==> src/rtl/seq_det_pkg.sv <==
// Shared definitions for the programmable serial sequence detector:
// controller state encoding and default parameter widths.
package seq_det_pkg;

  // Controller states; the encoding is visible to software debug readout.
  typedef enum logic [1:0] {
    ST_IDLE    = 2'd0,
    ST_ARMED   = 2'd1,
    ST_DONE    = 2'd2,
    ST_TIMEOUT = 2'd3
  } state_t;

  localparam int DEF_PAT_W = 6;
  localparam int DEF_CNT_W = 8;
  localparam int DEF_WIN_W = 16;

endpackage

==> src/rtl/pattern_matcher.sv <==
// Bit-serial pattern matcher. Keeps the last PAT_W-1 qualified bits plus a
// saturating fill count, and flags a hit combinationally when the incoming
// bit completes the pattern. History is never cleared on a hit, so
// overlapping occurrences are all reported.
module pattern_matcher #(
  parameter int PAT_W = 6
) (
  input  logic             clk,
  input  logic             rst,
  input  logic             clr,
  input  logic             en,
  input  logic             x_valid,
  input  logic             x,
  input  logic [PAT_W-1:0] pattern,
  output logic             hit
);

  // Fill only has to reach PAT_W-1, i.e. "history fully populated".
  localparam int FILL_W = (PAT_W > 2) ? $clog2(PAT_W) : 1;
  localparam logic [FILL_W-1:0] FILL_FULL = FILL_W'(PAT_W - 1);

  logic [PAT_W-2:0]  hist_r;
  logic [FILL_W-1:0] fill_r;
  logic [PAT_W-1:0]  cand_s;
  logic              take_s;

  assign take_s = en & x_valid;
  assign cand_s = {hist_r, x};
  assign hit    = take_s & (fill_r >= FILL_FULL) & (cand_s == pattern);

  // Shift qualified bits into the history and advance the fill count.
  always_ff @(posedge clk or posedge rst) begin
    if (rst) begin
      hist_r <= '0;
      fill_r <= '0;
    end else if (clr) begin
      hist_r <= '0;
      fill_r <= '0;
    end else if (take_s) begin
      hist_r <= cand_s[PAT_W-2:0];
      if (fill_r != FILL_FULL) begin
        fill_r <= fill_r + FILL_W'(1);
      end
    end
  end

endmodule

==> src/rtl/seq_detect_ctrl.sv <==
// Sequence-detect controller: latches pattern/target/window on start,
// counts overlapping hits while armed and retires with a done or timeout
// pulse. Abort returns to idle silently, keeping the hit count visible.
module seq_detect_ctrl
  import seq_det_pkg::*;
#(
  parameter int PAT_W = DEF_PAT_W,
  parameter int CNT_W = DEF_CNT_W,
  parameter int WIN_W = DEF_WIN_W
) (
  input  logic             clk,
  input  logic             rst,
  input  logic             start,
  input  logic             abort,
  input  logic [PAT_W-1:0] pattern,
  input  logic [CNT_W-1:0] target,
  input  logic [WIN_W-1:0] window,
  input  logic             x_valid,
  input  logic             x,
  output logic             busy,
  output logic             match,
  output logic [CNT_W-1:0] match_count,
  output logic             done,
  output logic             timeout
);

  state_t           state_r, state_s;
  logic [PAT_W-1:0] pattern_r;
  logic [CNT_W-1:0] target_r;
  logic [WIN_W-1:0] window_r;
  logic [WIN_W-1:0] timer_r, timer_s;
  logic [CNT_W-1:0] count_r, count_s;
  logic             load_s;
  logic             armed_s;
  logic             hit_s;
  logic             match_s;
  logic             complete_s;
  logic             expire_s;
  logic             busy_r, match_r, done_r, timeout_r;

  assign armed_s = (state_r == ST_ARMED);

  pattern_matcher #(
    .PAT_W(PAT_W)
  ) u_matcher (
    .clk     (clk),
    .rst     (rst),
    .clr     (load_s),
    .en      (armed_s),
    .x_valid (x_valid),
    .x       (x),
    .pattern (pattern_r),
    .hit     (hit_s)
  );

  // Next-state, counter and timer decisions; abort beats done beats timeout.
  always_comb begin
    state_s    = state_r;
    count_s    = count_r;
    timer_s    = timer_r;
    load_s     = 1'b0;
    match_s    = 1'b0;
    complete_s = 1'b0;
    expire_s   = 1'b0;
    case (state_r)
      ST_IDLE: begin
        if (start) begin
          load_s  = 1'b1;
          count_s = '0;
          timer_s = '0;
          if (target == '0) begin
            state_s = ST_DONE;
          end else begin
            state_s = ST_ARMED;
          end
        end else begin
          state_s = ST_IDLE;
        end
      end
      ST_ARMED: begin
        timer_s  = timer_r + WIN_W'(1);
        expire_s = (window_r != '0) && (timer_r == (window_r - WIN_W'(1)));
        if (hit_s) begin
          match_s    = 1'b1;
          complete_s = (({1'b0, count_r} + (CNT_W+1)'(1)) == {1'b0, target_r});
          if (count_r != {CNT_W{1'b1}}) begin
            count_s = count_r + CNT_W'(1);
          end else begin
            count_s = count_r;
          end
        end else begin
          match_s    = 1'b0;
          complete_s = 1'b0;
        end
        if (abort) begin
          state_s = ST_IDLE;
        end else if (complete_s) begin
          state_s = ST_DONE;
        end else if (expire_s) begin
          state_s = ST_TIMEOUT;
        end else begin
          state_s = ST_ARMED;
        end
      end
      ST_DONE: begin
        state_s = ST_IDLE;
      end
      ST_TIMEOUT: begin
        state_s = ST_IDLE;
      end
      default: begin
        state_s = ST_IDLE;
      end
    endcase
  end

  // State, counters and registered output flags.
  always_ff @(posedge clk or posedge rst) begin
    if (rst) begin
      state_r   <= ST_IDLE;
      count_r   <= '0;
      timer_r   <= '0;
      busy_r    <= 1'b0;
      match_r   <= 1'b0;
      done_r    <= 1'b0;
      timeout_r <= 1'b0;
    end else begin
      state_r   <= state_s;
      count_r   <= count_s;
      timer_r   <= timer_s;
      busy_r    <= (state_s != ST_IDLE);
      match_r   <= match_s;
      done_r    <= (state_s == ST_DONE);
      timeout_r <= (state_s == ST_TIMEOUT);
    end
  end

  // Run configuration, captured only when a start is accepted.
  always_ff @(posedge clk or posedge rst) begin
    if (rst) begin
      pattern_r <= '0;
      target_r  <= '0;
      window_r  <= '0;
    end else if (load_s) begin
      pattern_r <= pattern;
      target_r  <= target;
      window_r  <= window;
    end
  end

  assign busy        = busy_r;
  assign match       = match_r;
  assign match_count = count_r;
  assign done        = done_r;
  assign timeout     = timeout_r;

endmodule
==> config.mk <==
export PLATFORM = sky130hd
export DESIGN_NAME = seq_detect_ctrl
export DESIGN_NICKNAME = d
export VERILOG_FILES = /design/src/rtl/seq_det_pkg.sv /design/src/rtl/pattern_matcher.sv /design/src/rtl/seq_detect_ctrl.sv
export SDC_FILE = /design/constraint.sdc
export NUM_CORES = 1
export LEC_CHECK = 0
export ABC_AREA = 0
export BUFFER_PORTS_ARGS = -buffer_cell sky130_fd_sc_hd__buf_2
export CELL_PAD_IN_SITES_DETAIL_PLACEMENT = 0
export CELL_PAD_IN_SITES_GLOBAL_PLACEMENT = 1
export CORE_MARGIN = 5
export CORE_UTILIZATION = 47
export CTS_CLUSTER_DIAMETER = 100
export DETAILED_ROUTE_END_ITERATION = 8
export GPL_TIMING_DRIVEN = 1
export HOLD_SLACK_MARGIN = 0.15
export PLACE_DENSITY_LB_ADDON = 0.08
export SETUP_SLACK_MARGIN = 0.1
export SYNTH_ARGS = -nofsm -noshare
export SYNTH_HDL_FRONTEND = slang
export SYNTH_SLANG_ARGS = --single-unit
export TNS_END_PERCENT = 10
==> constraint.sdc <==
create_clock -name clk -period 6.2 [get_ports clk]
set_input_delay 0.31 -clock clk [delete_from_list [all_inputs] [get_ports clk]]
set_output_delay 0.31 -clock clk [all_outputs]
set_load 0.05 [all_outputs]
Word level (Yosys, flattened, before mapping)
Index checks and enable logic that the tools add are counted.
{"block": "op_classes", "add_sub_neg": 5, "magnitude_cmp": 1, "n_eq_ne": 13, "muxes": 23, "bitwise": 3, "reduce_logical": 12}
{"operator": "16-bit case mux with 2 select lines", "count": 1}
{"operator": "8-bit two-way mux", "count": 3}
{"operator": "16-bit by 1-bit adder with 16-bit output, second input constant", "count": 1}
{"operator": "16-bit equality test", "count": 1}
{"operator": "16-bit two-way mux", "count": 1}
{"operator": "8-bit case mux with 2 select lines", "count": 1}
{"operator": "16-bit nonzero test", "count": 1}
{"operator": "16-bit by 1-bit subtractor with 16-bit output, second input constant", "count": 1}
{"operator": "2-bit two-way mux", "count": 5}
{"operator": "5-bit two-way mux", "count": 2}
{"operator": "8-bit by 1-bit adder with 9-bit output, second input constant", "count": 1}
{"operator": "9-bit by 8-bit equality test with 1-bit output", "count": 1}
{"operator": "3-bit two-way mux", "count": 3}
{"operator": "8-bit by 1-bit adder with 8-bit output, second input constant", "count": 1}
{"operator": "2-bit equality test, second input constant", "count": 4}
{"operator": "8-bit logical NOT", "count": 1}
{"operator": "8-bit != test, second input constant", "count": 1}
{"operator": "2-bit nonzero test", "count": 4}
{"operator": "6-bit equality test", "count": 1}
{"operator": "1-bit two-way mux", "count": 6}
{"operator": "2-bit != test, second input constant", "count": 3}
{"operator": "2-bit case mux with 3 select lines", "count": 1}
{"operator": "2-bit AND reduction", "count": 2}
{"operator": "4-bit AND reduction", "count": 1}
{"operator": "other kinds (8)", "count": 10}
{"block": "word_totals", "regBits": 68, "input_bits": 36, "output_inout_bits": 12}

Depth between registers and ports, before layout
Gate-level depths: netlist (run 1).
{"block": "depth", "ltp_word": 10, "mapped_depth": 8}

Modules after synthesis
A second synthesis (run 1) with hierarchy kept.
{"block": "unflattened", "hier_cells": 454, "area_unflattened_um2": 3841.2}
{"mod": "seq_detect_ctrl", "n_inst": 1, "cells_per_inst": 404, "area_each_um2": 3375.7, "seq_area_each_um2": 1501.4}
{"mod": "pattern_matcher", "n_inst": 1, "cells_per_inst": 50, "area_each_um2": 465.4, "seq_area_each_um2": 200.2}

Worst setup path after synthesis (run 1)
Ideal clock, no wire load.
{"block": "synth_path", "path_kind": "flip-flop to flip-flop", "startpoint": "reg count_r[0], in the netlist match_count[0]", "endpoint": "reg state_r[1]", "t_arrival_ns": 2.493, "t_required_ns": 6.118, "setup_slack_ns": 3.625, "path_stages_with_launch": 8, "path_buffers": 1, "cell_sequence": "dfrtp_1 ha_1 clkbuf_1 a21boi_1 or4_1 a2111oi_2 o21ai_1 o22ai_1"}
{"block": "synth_between", "elab_chain_len": 7}
{"element": "start: declaration", "line_no": "seq_detect_ctrl.sv:32", "text": "logic [CNT_W-1:0] count_r, count_s;"}
{"element": "start signal: assignment", "line_no": "seq_detect_ctrl.sv:129", "text": "count_r <= count_s;"}
{"element": "8-bit by 1-bit adder with 9-bit output", "line_no": "seq_detect_ctrl.sv:85", "text": "complete_s = (({1'b0, count_r} + (CNT_W+1)'(1)) == {1'b0, target_r});"}
{"element": "9-bit by 8-bit equality test with 1-bit output", "line_no": "seq_detect_ctrl.sv:85"}
{"element": "1-bit two-way mux", "line_no": "seq_detect_ctrl.sv:83", "text": "if (hit_s) begin"}
{"element": "1-bit two-way mux", "line_no": "seq_detect_ctrl.sv:65", "text": "case (state_r)"}
{"element": "2-bit two-way mux", "line_no": "seq_detect_ctrl.sv:97", "text": "end else if (complete_s) begin"}
{"element": "2-bit two-way mux", "line_no": "seq_detect_ctrl.sv:95", "text": "if (abort) begin"}
{"element": "2-bit case mux with 3 select lines", "line_no": "seq_detect_ctrl.sv:65"}
{"element": "via state_s[1]", "line_no": "seq_detect_ctrl.sv:27", "text": "state_t state_r, state_s;"}
{"element": "end signal: assignment", "line_no": "seq_detect_ctrl.sv:128", "text": "state_r <= state_s;"}
{"element": "end: declaration", "line_no": "seq_detect_ctrl.sv:27"}
The timed path passes the listed nets, and every way through them passes these cells. The select of a mux whose other input is x is not followed.
A chain may end at the register's enable or synchronous reset.

Final worst setup path (run 1)
{"block": "layout_path", "startpoint": "reg window_r[0]", "endpoint": "reg state_r[1]"}
{"block": "layout_between", "elab_chain_len": 7, "elab_cells_between_ends": 8}
{"element": "start: declaration", "line_no": "seq_detect_ctrl.sv:30", "text": "logic [WIN_W-1:0] window_r;"}
{"element": "start signal: assignment", "line_no": "seq_detect_ctrl.sv:147", "text": "window_r <= window;"}
{"element": "16-bit by 1-bit subtractor with 16-bit output", "line_no": "seq_detect_ctrl.sv:82", "text": "expire_s = (window_r != '0) && (timer_r == (window_r - WIN_W'(1)));"}
{"element": "16-bit equality test", "line_no": "seq_detect_ctrl.sv:82"}
{"element": "1-bit logical AND (*)", "line_no": "seq_detect_ctrl.sv:82"}
{"element": "2-bit two-way mux (*)", "line_no": "seq_detect_ctrl.sv:99", "text": "end else if (expire_s) begin"}
{"element": "2-bit two-way mux (*)", "line_no": "seq_detect_ctrl.sv:97"}
{"element": "2-bit two-way mux (*)", "line_no": "seq_detect_ctrl.sv:95"}
{"element": "2-bit case mux with 3 select lines (*)", "line_no": "seq_detect_ctrl.sv:65"}
{"element": "via state_s[1]", "line_no": "seq_detect_ctrl.sv:27"}
Mark *: on every way through the listed nets, which the timed path passes. The rest lies on a longest branch.

==> results of run 1 <==
## state kept, by name, indices dropped and copies added, names as in the netlist
signal,cells
done,1
pattern_r,6
timer_r,16
u_matcher.hist_r,5
state_r,2
target_r,8
busy,1
timeout,1
window_r,16
match_count,8
u_matcher.fill_r,3
match,1
## path summary, 6_finish.rpt
kind,start,to,slack [ps],cells after the start
max,window_r[0],state_r[1],3560,6
min,pattern[5],pattern_r[5],150,3
max reg2reg,window_r[0],state_r[1],3560,6
min reg2reg,target_r[5],target_r[5],500,2
max in group asynchronous,rst,timer_r[1],5430,3
min in group asynchronous,rst,target_r[0],190,3
## kinds of logic after synthesis
kind of cell    after synthesis
xor+xnor                     34
mux                           8
compound gates               73
fa+ha+maj                     5
simple gates                206
buf+inv                      29
flops                        68
## critical path: stages (launching register included)
cell and delay (ps):
dfrtp_1 430, nor4_1 680, nand2_1 250, or3_1 440, a2111oi_2 360, nand4_1 180, o22ai_1 200
## timing repair
action | 4_1_cts | 5_1_grt
endpoints found under the hold margin | 4 | 2
gates resized for setup | 0 | 0
hold buffers | 4 | 2
## routing by layer
metal  global-route usage  up-vias
met5                    0        -
met4              0.07143        0
met3              0.03822       16
met2               0.2841       71
met1               0.2789     1460
li1                     -     1589
## report_power, final
group | internal, W | leakage, nW | switching (W)
clock | 0.000157 | 0.0855 | 0.000175
combinational | 0.000266 | 1.08 | 0.000352
sequential | 0.000570 | 0.892 | 0.000148
## layout make-up
class / count / share of cell area
Multi-Input combinational cell: 326 / 0.4474
Sequential cell: 68 / 0.3985
Timing Repair Buffer: 55 / 0.07266
Clock buffer: 11 / 0.03311
Tap cell: 102 / 0.02989
Inverter: 11 / 0.009669
Clock inverter: 5 / 0.008790
## cell usage in the layout, fill, tap and decap left out, types with 7 or more instances in the layout
master	count
buf_2	47
dfrtp_1	68
nand3_1	21
inv_1	10
clkbuf_8	10
mux2i_1	7
xor2_1	15
o21ai_0	26
xnor2_1	19
nand4_1	13
nor3_1	8
nor2_1	21
nand2_1	102
## stage by stage
stage | util | instances | cell area [µm²]
after floorplan | - | 423 | 3721
after global placement | 0.5217 | 556 | 4031
after detailed placement | 0.5217 | 556 | 4031
after CTS | 0.5500 | 576 | 4250
after global routing | 0.5526 | 578 | 4270
final | 0.5526 | 578 | 4270
==> results.sh, run 1 <==
export IMPL_status="finished, final reports clean"
export IMPL_layout_drive_gt1_share=0.1576
export IMPL_numCtsBuffers=9
export IMPL_post_cts_buffers=0
export IMPL_htreeDepth=3
export IMPL_numPortBuffers=47
export IMPL_drtIter0Drc=113
export IMPL_cts_root_buf="clkbuf_8"
export IMPL_clock_skew_ps=12.00
export IMPL_rows=32
export IMPL_end_kind="flip-flop"
export IMPL_maxSlewHeadroom=0.4323
export IMPL_synthFlopType="dfrtp_1"
export IMPL_crit_path_start_kind="flip-flop"
export IMPL_fmax_ghz=0.3792
export IMPL_clockBufferDepth=2
export IMPL_critPathMaxFanout=5
export IMPL_drv_slew=0
export IMPL_wirelength_um=8660
export IMPL_fin_crit_ps=2637
export IMPL_grt_setup_unrepaired="no"
export IMPL_n_antenna_cell=0
export IMPL_clock_latency_ps=350
export IMPL_multi_input_area_um2=1911
export IMPL_die_x_um=98.98
export IMPL_vias=3136
export IMPL_postRouteAntennaNets=0
export IMPL_cts_tree="done"
export IMPL_synth_async_sr_flop_share=1.000
export IMPL_synthToLayoutAreaGrowth_pct=14.76
export IMPL_power_density_nw_per_um2=390.6
export IMPL_nNetsFinal=512
export IMPL_finalPower_w=0.001668
export IMPL_dieArea_um2=9797
export IMPL_layout_setup_ws_ps=3563
export IMPL_ys_top_cells_by_area="dfrtp_1 46%, nand2_1 10%, xnor2_1 4.5%, xor2_1 3.5%, o21ai_0 3.5%"
export IMPL_clkSlewWorstSetupHoldPaths_ps=80
export IMPL_place_gp_congestion=0.9291
export IMPL_worst_pin_slew_ps=848.5
export IMPL_p_leak_nw=2.052
export IMPL_hold_slack_ps=154.5
export IMPL_drv_cap=0
export IMPL_synth_edf_count=0
export IMPL_ioPinCount=48
export IMPL_yosys_area_share_simple=0.2606
export IMPL_grt_pass1_vias=3115
export IMPL_grt_usage=0.1923
export IMPL_finalSetupTns_ps=0
export IMPL_maxUsedRoutingLayer="met4"
export IMPL_netlist_area_um2=3721
export IMPL_place_ws_ps=3588
export IMPL_area_sequential_um2=1702
export IMPL_syn_avg_cell_area_um2=8.797
export IMPL_yosys_register_bits=68
export IMPL_peakVddDrop_mv=0.1731
export IMPL_grt_pass1_wl_um=15180
export IMPL_drc=0
export IMPL_wl_met3_um=386
export IMPL_syn_nets=464
export IMPL_ys_seq_area_frac=0.4573
export IMPL_worst_ep_arrival_time_ps=2900
export IMPL_setup_viol=0
export IMPL_viasPerCell=5.426
export IMPL_drt_met1_wl_um=4395
export IMPL_finalCritPeriodShare=0.4253
export IMPL_synth_compound_gate_area_share=0.1335
export IMPL_post_dp_hpwl_um=6261
export IMPL_netlist_area_leader_share=0.4573
export IMPL_yosys_warnings=0
export IMPL_clkSinkCount=68
export IMPL_yosysMostFrequentCell="nand2_1"
export IMPL_initial_core_util=0.4815
export IMPL_synthCells=423
export IMPL_required_ps=6460
export IMPL_synth_top_area_cell="dfrtp_1"
export IMPL_critical_path_class="flip-flop to flip-flop"
export IMPL_n_fill_cell=740
export IMPL_synth_mux_area_frac=0.02186
export IMPL_yosys_area_share_adder=0.01681
export IMPL_hp_class="input pin to flip-flop"
export IMPL_grt_antenna_before_repair=0
export IMPL_synth_top_family_by_area="simple AND/OR/NAND/NOR gates"
export IMPL_final_hold_viol_count=0
export IMPL_synth_xor_area_share=0.08003
export IMPL_synthTopCellsByCount="103 x nand2_1, 68 x dfrtp_1, 26 x o21ai_0"
export IMPL_synth_distinct_cells=53
export IMPL_grt_overflow=0
export IMPL_routedWlPerCell_um=14.98
export IMPL_wl_met2_um=3703
export IMPL_grt_max_degree=69
export IMPL_core_area_um2=7727
export IMPL_die_y_um=98.98
export IMPL_first_pass_iters=4
Note: power is estimated with default switching activity, not from simulation.
==> inputs of run 2 (changes only) <==
--- a/config.mk
+++ b/config.mk
@@ -10,7 +10,7 @@
 export CELL_PAD_IN_SITES_DETAIL_PLACEMENT = 0
 export CELL_PAD_IN_SITES_GLOBAL_PLACEMENT = 1
 export CORE_MARGIN = 5
-export CORE_UTILIZATION = 47
+export CORE_UTILIZATION = 40
 export CTS_CLUSTER_DIAMETER = 100
 export DETAILED_ROUTE_END_ITERATION = 8
 export GPL_TIMING_DRIVEN = 1
==> constraint.sdc (replaced) <==
create_clock -name clk -period 2.3 [get_ports clk]
set_input_delay 0.115 -clock clk [delete_from_list [all_inputs] [get_ports clk]]
set_output_delay 0.115 -clock clk [all_outputs]
set_load 0.05 [all_outputs]
==> run 2 against run 1 <==
  * The run now ends with setup timing left
  * Count of clock-buffer cells in the layout is 2 lower
  * Final cell count up 13%
  * Cell area is 16% higher
  * Global-route usage shrank 1.5 points
  * Highest routed layer unchanged
  * Sequential share of layout area fell by 5.2 points
  * Flip-flop and latch count did not move
  * Register-to-register slack got worse by 3600 ps
  * Sequential power increased to 2.6 times the previous value
  * Wire length is 11% higher
  * Critical path depth unchanged
  * Clock power increased to 3.2 times the previous value
==> results.sh, run 2 (synthesis results as in run 1) <==
export IMPL_synthToLayoutAreaGrowth_pct=32.62
export IMPL_grt_pass1_wl_um=16270
export IMPL_routedWlPerCell_um=14.71
export IMPL_fin_crit_ps=2334
export IMPL_die_y_um=106.5
export IMPL_p_sw_w=0.002004
export IMPL_grt_setup_unrepaired="yes"
export IMPL_clockBufferDepth=2
export IMPL_final_cell_mix="103 x nand2_1, 62 x dfrtp_1, 47 x buf_2, 36 x buf_4, 34 x dlygate4sd3_1"
export IMPL_numPortBuffers=47
export IMPL_critPathMaxFanout=2
export IMPL_fmax_ghz=0.4284
export IMPL_wirelength_um=9573
export IMPL_grt_overflow=0
export IMPL_power_frac_comb=0.418
export IMPL_swShare=0.3970
export IMPL_clkPwrFrac=0.208
export IMPL_worst_pin_slew_ps=488.7
export IMPL_grt_max_degree=42
export IMPL_numCtsBuffers=9
export IMPL_clkSinkCount=68
export IMPL_layout_setup_ws_ps=-34.26
export IMPL_failed_checks="setup timing"
export IMPL_first_pass_iters=4
export IMPL_p_int_w=0.003045
export IMPL_p_seq_frac=0.375
export IMPL_crit_path_start_kind="flip-flop"
export IMPL_clock_latency_ps=350
export IMPL_die_x_um=106.5
export IMPL_p_leak_nw=2.365
export IMPL_drc=0
export IMPL_setup_viol=1
export IMPL_finalSetupTns_ps=-34.26
export IMPL_hold_slack_ps=179.7
export IMPL_required_ps=2580
export IMPL_finalCritPeriodShare=1.015
export IMPL_clkSlewWorstSetupHoldPaths_ps=90
export IMPL_hp_class="input pin to flip-flop"
export IMPL_nNetsFinal=576
export IMPL_power_density_nw_per_um2=1023
export IMPL_post_cts_buffers=0
export IMPL_clock_skew_ps=10.63
export IMPL_peakVddDrop_mv=0.5492
export IMPL_initial_core_util=0.4066
export IMPL_core_area_um2=9153
export IMPL_vias=3375
export IMPL_final_hold_viol_count=0
export IMPL_layout_commonest_cell="nand2_1"
export IMPL_worst_ep_arrival_time_ps=2610
export IMPL_finalPower_w=0.005049
export IMPL_maxSlewHeadroom=0.6717
export IMPL_rows=35
export IMPL_postRouteAntennaNets=0
export IMPL_place_gp_congestion=0.8813
export IMPL_viasPerCell=5.184
export IMPL_drv_cap=0
export IMPL_end_kind="flip-flop"
export IMPL_ioPinCount=48
export IMPL_htreeDepth=3
export IMPL_cts_tree="done"
export IMPL_grt_pass1_vias=3332
export IMPL_drtIter0Drc=187
export IMPL_cts_root_buf="clkbuf_8"
export IMPL_drv_slew=0
export IMPL_n_fill_cell=849
export IMPL_status="complete, but fails checks"
export IMPL_grt_antenna_before_repair=0
export IMPL_grt_usage=0.1777
export IMPL_post_dp_hpwl_um=6958
export IMPL_layout_drive_gt1_share=0.2259
export IMPL_n_antenna_cell=0
export IMPL_final_core_util=0.5392
export IMPL_critical_path_class="flip-flop to flip-flop"
export IMPL_dieArea_um2=11330
export IMPL_reg_largest_list="timer_r x16, window_r x16"
run 2: path summary, 6_finish.rpt:
path / slack [ps] / endpoint / startpoint / cells past startpoint
setup / recovery: -30 / state_r[1] / window_r[7] / 6
hold / removal: 180 / timer_r[0] / start / 4
setup reg to reg: -30 / state_r[1] / window_r[7] / 6
hold reg to reg: 500 / timer_r[15] / timer_r[15] / 1
max in group asynchronous: 1500 / match_count[2] / rst / 4
min in group asynchronous: 250 / pattern_r[3] / rst / 3
run 2: worst max-delay path: stages (launching register included):
cell       delay (ps)
dfrtp_1           380
or4_4             530
or3_4             380
or3_4             340
a2111oi_4         290
nand4_1           170
o22ai_1           170
run 2: layout make-up:
class,count,area (µm²),area share
multi-input combinational,326,1953,0.3958
sequential,68,1709,0.3463
timing repair buffer,119,885.9,0.1795
tap,111,138.9,0.02814
clock buffer,9,123.9,0.02510
clock inverter,7,82.58,0.01673
inverter,11,41.29,0.008367
run 2: what timing repair did:
item,CTS,global route
endpoints found under the hold margin,101,0
pin swaps,0,2
setup endpoints to repair,3,4
gates resized for setup,1,5
hold buffers,34,0
run 2: metal layers:
layer	vias up	track usage	share of wire
li1	1709	-	-
met1	1591	0.2575	0.52
met2	60	0.2692	0.43
met3	15	0.03764	0.037
met4	0	0.04840	0.012
met5	-	0	0
run 2: power groups by stage:
stage / combinational (W) / clock [W] / sequential [W]
global placement: 0.00199 / 0 / 0.00190
global route: 0.00234 / 0.00112 / 0.00195
CTS: 0.00209 / 0.00109 / 0.00189
detailed placement: 0.00201 / 0 / 0.00191
floorplan: 0.00133 / 0 / 0.00188
finish: 0.00211 / 0.00105 / 0.00189
run 2: through the flow:
stage | setup slack (ps) | cells | area (µm²)
floorplan | -20.31 | 423 | 3736
global placement | -33.46 | 601 | 4347
detailed placement | -28.61 | 601 | 4347
CTS | -55.53 | 651 | 4906
global route | -137.2 | 651 | 4935
finish | -34.26 | 651 | 4935
==> inputs of run 3 (changes only) <==
--- a/config.mk
+++ b/config.mk
@@ -15,7 +15,7 @@
 export DETAILED_ROUTE_END_ITERATION = 8
 export GPL_TIMING_DRIVEN = 1
 export HOLD_SLACK_MARGIN = 0.15
-export PLACE_DENSITY_LB_ADDON = 0.08
+export PLACE_DENSITY_LB_ADDON = 0.05
 export SETUP_SLACK_MARGIN = 0.1
 export SYNTH_ARGS = -nofsm -noshare
 export SYNTH_HDL_FRONTEND = slang
==> run 3 against run 2 <==
  * The flow still finishes with violations (setup timing)
  * Fmax shrank 1.1%
  * Clock power fell by 6%
  * Via count grew 0.86%
  * Clock skew down 1.9 ps
  * Register-to-register slack lost 30 ps
  * Flip-flop and latch count stayed put
  * Critical path depth stayed put
  * Combinational power about the same
  * Non-clock buffer count grew 1
  * Wire length rose by 2.7%
==> results.sh, run 3 (synthesis results as in run 1) <==
export IMPL_place_ws_ps=-87.56
export IMPL_swShare=0.3852
export IMPL_gr_usage_met2=0.2729
export IMPL_busiest_layer="met1"
export IMPL_p_leak_nw=2.365
export IMPL_drv_cap=0
export IMPL_nNetsFinal=577
export IMPL_die_y_um=106.5
export IMPL_crit_path_start_kind="flip-flop"
export IMPL_die_x_um=106.5
export IMPL_core_area_um2=9153
export IMPL_finalSetupTns_ps=-65.69
export IMPL_numPortBuffers=47
export IMPL_clkSinkCount=68
export IMPL_ioPinCount=48
export IMPL_final_cell_mix="103 x nand2_1, 62 x dfrtp_1, 47 x buf_2, 39 x buf_4, 33 x dlygate4sd3_1"
export IMPL_reg_largest_list="timer_r x16, window_r x16"
export IMPL_place_area_um2=4342
export IMPL_vias=3404
export IMPL_clkPwrFrac=0.198
export IMPL_viasPerCell=5.221
export IMPL_design_area_um2=4911
export IMPL_worst_ep_arrival_time_ps=2620
export IMPL_status="complete, but fails checks"
export IMPL_critical_path_class="flip-flop to flip-flop"
export IMPL_grt_pass1_wl_um=17170
export IMPL_maxSlewHeadroom=0.6277
export IMPL_p_sw_w=0.001920
export IMPL_drv_slew=0
export IMPL_critPathMaxFanout=2
export IMPL_peakVddDrop_mv=0.4321
export IMPL_clock_skew_ps=8.749
export IMPL_end_kind="flip-flop"
export IMPL_hp_class="input pin to flip-flop"
export IMPL_cpMostUsedCell="or3_4"
export IMPL_power_density_nw_per_um2=1015
export IMPL_finalCritPeriodShare=1.026
export IMPL_required_ps=2560
export IMPL_worst_pin_slew_ps=557.6
export IMPL_path_cells="or4_4 -> or3_4 -> or3_4 -> a2111oi_4 -> nand4_1 -> o22ai_1"
export IMPL_p_int_w=0.003064
export IMPL_fmax_ghz=0.4238
export IMPL_final_hold_viol_count=0
export IMPL_first_pass_iters=4
export IMPL_htreeDepth=3
export IMPL_synthToLayoutAreaGrowth_pct=31.98
export IMPL_dieArea_um2=11330
export IMPL_grt_usage=0.1896
export IMPL_initial_core_util=0.4066
export IMPL_rows=35
export IMPL_drc=0
export IMPL_numCtsBuffers=9
export IMPL_routedWlPerCell_um=15.07
export IMPL_p_seq_frac=0.373
export IMPL_wirelength_um=9828
export IMPL_cts_root_buf="clkbuf_8"
export IMPL_layout_setup_ws_ps=-59.33
export IMPL_n_fill_cell=875
export IMPL_hold_slack_ps=186.3
export IMPL_grt_setup_unrepaired="yes"
export IMPL_cpMaxStageDelayCell="or4_4"
export IMPL_grt_max_degree=47
export IMPL_cts_tree="done"
export IMPL_multi_input_area_um2=1949
export IMPL_postRouteAntennaNets=0
export IMPL_layout_drive_gt1_share=0.2237
export IMPL_clockBufferDepth=2
export IMPL_layout_commonest_cell="nand2_1"
export IMPL_clock_latency_ps=340
export IMPL_area_sequential_um2=1709
export IMPL_power_frac_comb=0.429
export IMPL_met1_usage=0.2876
export IMPL_post_dp_hpwl_um=7024
export IMPL_n_antenna_cell=0
export IMPL_fin_crit_ps=2359
export IMPL_grt_pass1_vias=3367
export IMPL_failed_checks="setup timing"
export IMPL_cp_slowest_stage_delay_ps=530
export IMPL_setup_viol=2
export IMPL_drtIter0Drc=189
export IMPL_grt_antenna_before_repair=0
export IMPL_use_met3=0.02975
export IMPL_place_gp_congestion=0.8497
export IMPL_clkSlewWorstSetupHoldPaths_ps=70
export IMPL_grt_overflow=0
## run 3: cell types whose count changed in the layout (fill, tap and decap cells not counted), sizes merged
cell	previous run	this run
inv	15	11
clkbuf	9	12
clkinv	0	3
buf	85	87
clkinvlp	2	0
dlygate4sd3	34	33
## run 3: final timing paths
check	start	end	slack, ps	depth (start not counted)
worst min register to register	pattern_r[4]	pattern_r[4]	500	2
worst max-delay path	window_r[7]	state_r[1]	-60	6
min in group asynchronous	rst	pattern_r[0]	370	3
worst max register to register	window_r[7]	state_r[1]	-60	6
worst min-delay path	abort	state_r[0]	190	3
max in group asynchronous	rst	timer_r[0]	1290	4
## run 3: area by class of cell
type | count | area share
multi-input cells | 326 | 0.3969
flip-flops and latches | 68 | 0.3480
repair buffers | 120 | 0.1789
clock buffers | 12 | 0.02955
well taps | 111 | 0.02828
clock inverters | 4 | 0.009936
inverters | 11 | 0.008408
## run 3: power by group through the flow
stage	logic (W)	registers, W	clock network (W)
finish	0.00214	0.00186	0.000985
global route	0.00241	0.00192	0.00107
CTS	0.00215	0.00185	0.00102
detailed placement	0.00205	0.00188	0
global placement	0.00203	0.00187	0
floorplan	0.00133	0.00188	0
## run 3: metal layers
metal | vias up | part of all wire
li1 | 1714 | -
met1 | 1595 | 0.52
met2 | 76 | 0.42
met3 | 19 | 0.039
met4 | 0 | 0.021
met5 | - | 0
## run 3: critical path, delay by kind of cell (launching register included)
family	cells	cell delay, ps
compound gates	2	470
flops	1	380
simple gates	4	1440
## run 3: through the flow
step | util | instances | total power [W]
final | 0.5366 | 652 | 0.004984
after global routing | 0.5366 | 652 | 0.005401
after CTS | 0.5349 | 652 | 0.005022
after detailed placement | 0.4744 | 602 | 0.003929
after global placement | 0.4744 | 602 | 0.003900
after floorplan | - | 423 | 0.003206
## run 3: timing repair
action,in CTS,in global routing
buffers inserted,1,0
endpoints found under the setup margin,2,4
hold buffers,33,0
endpoints found under the hold margin,54,0
resized for setup,3,2
pin swaps,2,2
